[config.mk]
export PLATFORM = sky130hd
export DESIGN_NAME = c_pipe_ctrl_stage
export DESIGN_NICKNAME = d
export VERILOG_FILES = /design/src/rtl/c_pipe_ctrl_stage.sv
export SDC_FILE = /design/constraint.sdc
export NUM_CORES = 1
export LEC_CHECK = 0
export CAP_MARGIN = 10
export CORE_AREA = 2 2 85 87
export CTS_BUF_LIST = sky130_fd_sc_hd__clkbuf_2 sky130_fd_sc_hd__clkbuf_4 sky130_fd_sc_hd__clkbuf_8
export CTS_CLUSTER_SIZE = 14
export DETAILED_ROUTE_END_ITERATION = 7
export DIE_AREA = 0 0 87 89
export PLACE_DENSITY_LB_ADDON = 0.1
export SLEW_MARGIN = 20
export SYNTH_ARGS = -nofsm -noshare
export SYNTH_HDL_FRONTEND = slang
export SYNTH_SLANG_ARGS = --single-unit
export TNS_END_PERCENT = 50
[constraint.sdc]
create_clock -name clk -period 4.5 [get_ports clk]
set_input_delay 1.35 -clock clk [delete_from_list [all_inputs] [get_ports clk]]
set_output_delay 1.35 -clock clk [all_outputs]
set_load 0.02 [all_outputs]
[src/rtl/c_pipe_ctrl_stage.sv]
// rtl/c_pipe_ctrl_stage.sv - control-word pipeline stage with skid buffer, stall/flush and perf counters
// Head register always holds NOP_VALUE when the stage is empty, so out_data is purely registered.
module c_pipe_ctrl_stage #(
  parameter int              WIDTH     = 16,
  parameter logic [WIDTH-1:0] NOP_VALUE = '0,
  parameter bit              SKID_EN   = 1'b1,
  parameter int              CNT_W     = 16
) (
  input  logic             clk,
  input  logic             reset,
  input  logic             in_valid,
  output logic             in_ready,
  input  logic [WIDTH-1:0] in_data,
  input  logic             flush,
  input  logic             stall,
  output logic             out_valid,
  input  logic             out_ready,
  output logic [WIDTH-1:0] out_data,
  output logic [1:0]       occupancy,
  input  logic             cnt_clr,
  output logic [CNT_W-1:0] stall_cnt,
  output logic [CNT_W-1:0] bubble_cnt
);

  typedef enum logic [1:0] {EMPTY = 2'd0, ONE = 2'd1, FULL = 2'd2} state_t;

  localparam logic [CNT_W-1:0] CNT_MAX = '1;

  state_t           state;
  logic [WIDTH-1:0] head;
  logic [WIDTH-1:0] skid;
  logic             push;
  logic             pop;

  assign out_valid = (state != EMPTY);
  assign out_data  = head;
  assign occupancy = state;

  generate
    if (SKID_EN) begin : g_skid
      assign in_ready = (state != FULL);
    end else begin : g_noskid
      // Without a skid slot we can only take a word when the head leaves this same edge.
      assign in_ready = (state == EMPTY) | (out_ready & ~stall & ~flush);
    end
  endgenerate

  assign push = in_valid & in_ready & ~flush;
  assign pop  = out_valid & out_ready & ~stall & ~flush;

  always_ff @(posedge clk or posedge reset) begin
    if (reset) begin
      state <= EMPTY;
      head  <= NOP_VALUE;
      skid  <= NOP_VALUE;
    end else if (flush) begin
      state <= EMPTY;
      head  <= NOP_VALUE;
    end else begin
      case (state)
        EMPTY: begin
          if (push) begin
            head  <= in_data;
            state <= ONE;
          end
        end
        ONE: begin
          if (push && pop) begin
            head <= in_data;
          end else if (push && SKID_EN) begin
            skid  <= in_data;
            state <= FULL;
          end else if (pop) begin
            head  <= NOP_VALUE;
            state <= EMPTY;
          end
        end
        FULL: begin
          if (pop) begin
            head  <= skid;
            state <= ONE;
          end
        end
        default: begin
          state <= EMPTY;
          head  <= NOP_VALUE;
        end
      endcase
    end
  end

  always_ff @(posedge clk or posedge reset) begin
    if (reset) begin
      stall_cnt  <= '0;
      bubble_cnt <= '0;
    end else if (cnt_clr) begin
      stall_cnt  <= '0;
      bubble_cnt <= '0;
    end else if (out_valid && !pop) begin
      if (stall_cnt != CNT_MAX) stall_cnt <= stall_cnt + CNT_W'(1);
    end else if (!out_valid) begin
      if (bubble_cnt != CNT_MAX) bubble_cnt <= bubble_cnt + CNT_W'(1);
    end
  end

endmodule

==> metrics.md <==
| Metric | Value |
|---|---|
| Status | `complete, no violations` |
| Initial antenna violation count | `0` |
| Worst Path Required | `3.15 ns` |
| Vias | `2801` |
| Final Hold Fails | `0` |
| Worst clock skew | `0.007111 ns` |
| Mapped Area | `0.003329 mm^2` |
| Die width | `87 um` |
| FMAX | `313.4 MHz` |
| Final Setup Violations | `0` |
| Ys flop type | `dfrtp_1` |
| Hold_ws | `0.4969 ns` |
| Die H | `89 um` |
| Final wirelength | `7.827 mm` |
| Post-route ant nets | `0` |
| Antenna Cells | `0` |
| I/O pin total | `75` |
| Hold Buf Count CTS | `0` |
| Layout cells sized above 1 | `14.86%` |
| Total of max-cap violations | `0` |
| Vias in the first global route | `2679` |
| Clock Path Buffers | `2` |
| CTS resizes | `0` |
| Area contributors post-synth | `dfrtp_1 50%, mux2_2 9.1%, o2bb2ai_1 4.2%` |
| Row count | `30` |
| Non-Filler Instances | `477` |
| First-pass GRT wire length | `13.11 mm` |
| Initial DRC Count | `171` |
| Die Area | `0.007743 mm^2` |
| Placed Instances | `461` |
| Top cells by instance count after synthesis | `66 x dfrtp_1, 27 x mux2_2, 19 x a21oi_1, 17 x nor2_1` |
| R2R Setup Slk | `2.36 ns` |
| Core area | `0.006719 mm^2` |
| Synth Register Bits | `66` |
| Measured slew at the worst slew-check pin | `0.8372 ns` |
| RSZ-0062 raised after global routing | `no` |
| Cell family with most CP delay | `buffers and inverters` |
| Synth top area share | `49.61%` |
| Cell taking the most area after synthesis | `dfrtp_1` |
| Max Slew Vio Count | `0` |
| Tcrit/Tclk final | `70.90%` |
| Asr flop ratio synth | `100.0%` |
| Clock latency at the later pin of the worst-skew pair | `0.35 ns` |
| CP max FO | `13` |
| Final RePlAce weighted congestion | `0.7799` |
| CTS Sinks | `66` |
| Synthesized instance count | `312` |
| Most common cell in the netlist | `dfrtp_1` |
| Detailed-placement wirelength estimate | `5.359 mm` |
| # Post-CTS Setup Buffers | `0` |
| R2r startpoint | `occupancy[1]$_DFFE_PP0P_` |
| CTS tree | `built` |
| CP arrival | `1.84 ns` |
| Syn Nets | `337` |
| CP max stage cell | `clkdlybuf4s50_1` |
| # DRC | `0` |
| Wire per inst | `16.41 um` |
| Period minus WS final | `3.191 ns` |
| Total power divided by cell area | `341.4 mW/mm^2` |
| Yosys warnings | `0` |
| Worst path bufs/invs | `2` |
| R2R depth | `5` |
| Total GRT Usage | `21.56%` |
| Syn Area/Cell | `10.67 um^2` |
| Hold Path Class | `register to register` |
| Crit-path max cell delay | `0.64 ns` |
| Register area share after synthesis | `49.61%` |
| Post-DP Area | `0.004174 mm^2` |
| Root buf cell | `clkbuf_8` |
| WHS Endpoint | `out_data[13]$_DFFE_PP0P_` |
| Slack of the critical path | `1.309 ns` |
| Worst setup EP type | `output pin` |
| Post-Route Utilization | `65.49%` |
| P&R area growth vs syn | `32.17%` |
| Leakage | `1.735 nW` |
| Critical Path Start Type | `register` |
| Setup_tns | `0 ns` |
| Number of library cell types mapped by synthesis | `46` |
| FF-to-FF End | `bubble_cnt[11]$_DFFE_PP0P_` |
| Initial Utilization | `49.55%` |
| Hold Crit Depth | `1` |
| Pre-CTS WS | `1.133 ns` |
| Setup CP Type | `register to output pin` |
| Nets | `417` |
| Relative slew slack | `44.19%` |
| Vias per cell | `5.872` |
| Crit-path cells | `nor2_4, inv_2, clkdlybuf4s50_1` |
| CTS H-Tree Depth | `3` |
| Max VDD drop | `0.2125 mV` |
| GRT Residual Overflow | `0` |
| DR pass1 iterations | `4` |
| Clock buffer count from CTS | `9` |
| Port Buffer Count | `74` |
| Number of synthesized flops with an enable pin | `0` |
| Final non-filler cell area | `0.004400 mm^2` |
| Worst-path clk slew | `0.08 ns` |
| Pin count of the biggest net entering global routing | `48` |
| Total power | `1.502 mW` |
| Min-delay src | `out_data[13]$_DFFE_PP0P_` |
==> final cells by class <==
class | count | area (um^2)
Fill cell | 555 | 2318
Clock buffer | 9 | 123.9
Sequential cell | 66 | 1652
Inverter | 7 | 27.53
Tap cell | 80 | 100.1
Clock inverter | 7 | 101.3
Timing Repair Buffer | 83 | 808.3
Multi-Input combinational cell | 225 | 1588
==> sequential cells by signal, indices dropped and copies added, names as in the netlist <==
name,cells
stall_cnt,16
skid,16
bubble_cnt,16
occupancy,2
out_data,16
==> metal layers <==
layer	track usage (%)	routed length, um	vias up
li1	-	-	1359
met1	28.95	3651	1368
met2	34.70	3743	63
met3	4.709	323	11
met4	7.670	108	0
met5	0	0	-
==> layout by cell type (no fill, tap or decap), types with 3 or more instances in the layout <==
master / Yosys / final
a211oi_1: 5 / 5
or4_1: 7 / 7
or3_1: 7 / 7
mux2i_1: 3 / 3
inv_1: 6 / 5
mux2_2: 27 / 27
a22oi_1: 16 / 16
nand3_1: 12 / 12
a21oi_1: 19 / 19
o2bb2ai_1: 16 / 16
nor2_1: 17 / 17
nor4_1: 7 / 7
clkbuf_8: 0 / 9
nand4_1: 10 / 10
o21ai_0: 7 / 7
nor3_1: 3 / 3
and3_1: 3 / 3
dfrtp_1: 66 / 66
nor2b_1: 15 / 15
clkdlybuf4s50_1: 0 / 74
and4_1: 3 / 3
nand2_1: 14 / 14
o21bai_1: 3 / 3
o31ai_1: 7 / 7
buf_4: 0 / 9
==> cell families after synthesis <==
family	Yosys count	share of synthesized area, %
DFF	66	49.61
and+or+nand+nor	110	19.09
muxes	30	10.03
xor gates and xnor gates	1	0.2631
adders and majority gates	2	0.7515
AOI/OAI and AO/OA	82	17.55
buffers and inverters	21	2.706
==> power by group <==
| group | switching, mW | total, mW | leakage, nW | internal (mW) |
|---|---|---|---|---|
| Clock | 0.256 | 0.573 | 0.106 | 0.316 |
| Sequential | 0.0424 | 0.698 | 0.882 | 0.656 |
| Combinational | 0.114 | 0.231 | 0.747 | 0.117 |
==> how the worst max path moves through the flow <==
stage                             startpoint                   endpoint  cells after the start
floorplan                              reset  bubble_cnt[0]$_DFFE_PP0P_                      1
global placement                       flush   out_data[14]$_DFFE_PP0P_                      6
detailed placement                  in_valid       skid[15]$_DFFE_PP0P_                      5
CTS                 occupancy[1]$_DFFE_PP0P_                  out_valid                      3
global route        occupancy[1]$_DFFE_PP0P_                  out_valid                      3
finish              occupancy[1]$_DFFE_PP0P_                  out_valid                      3
Note: power is estimated with default switching activity, not from simulation.
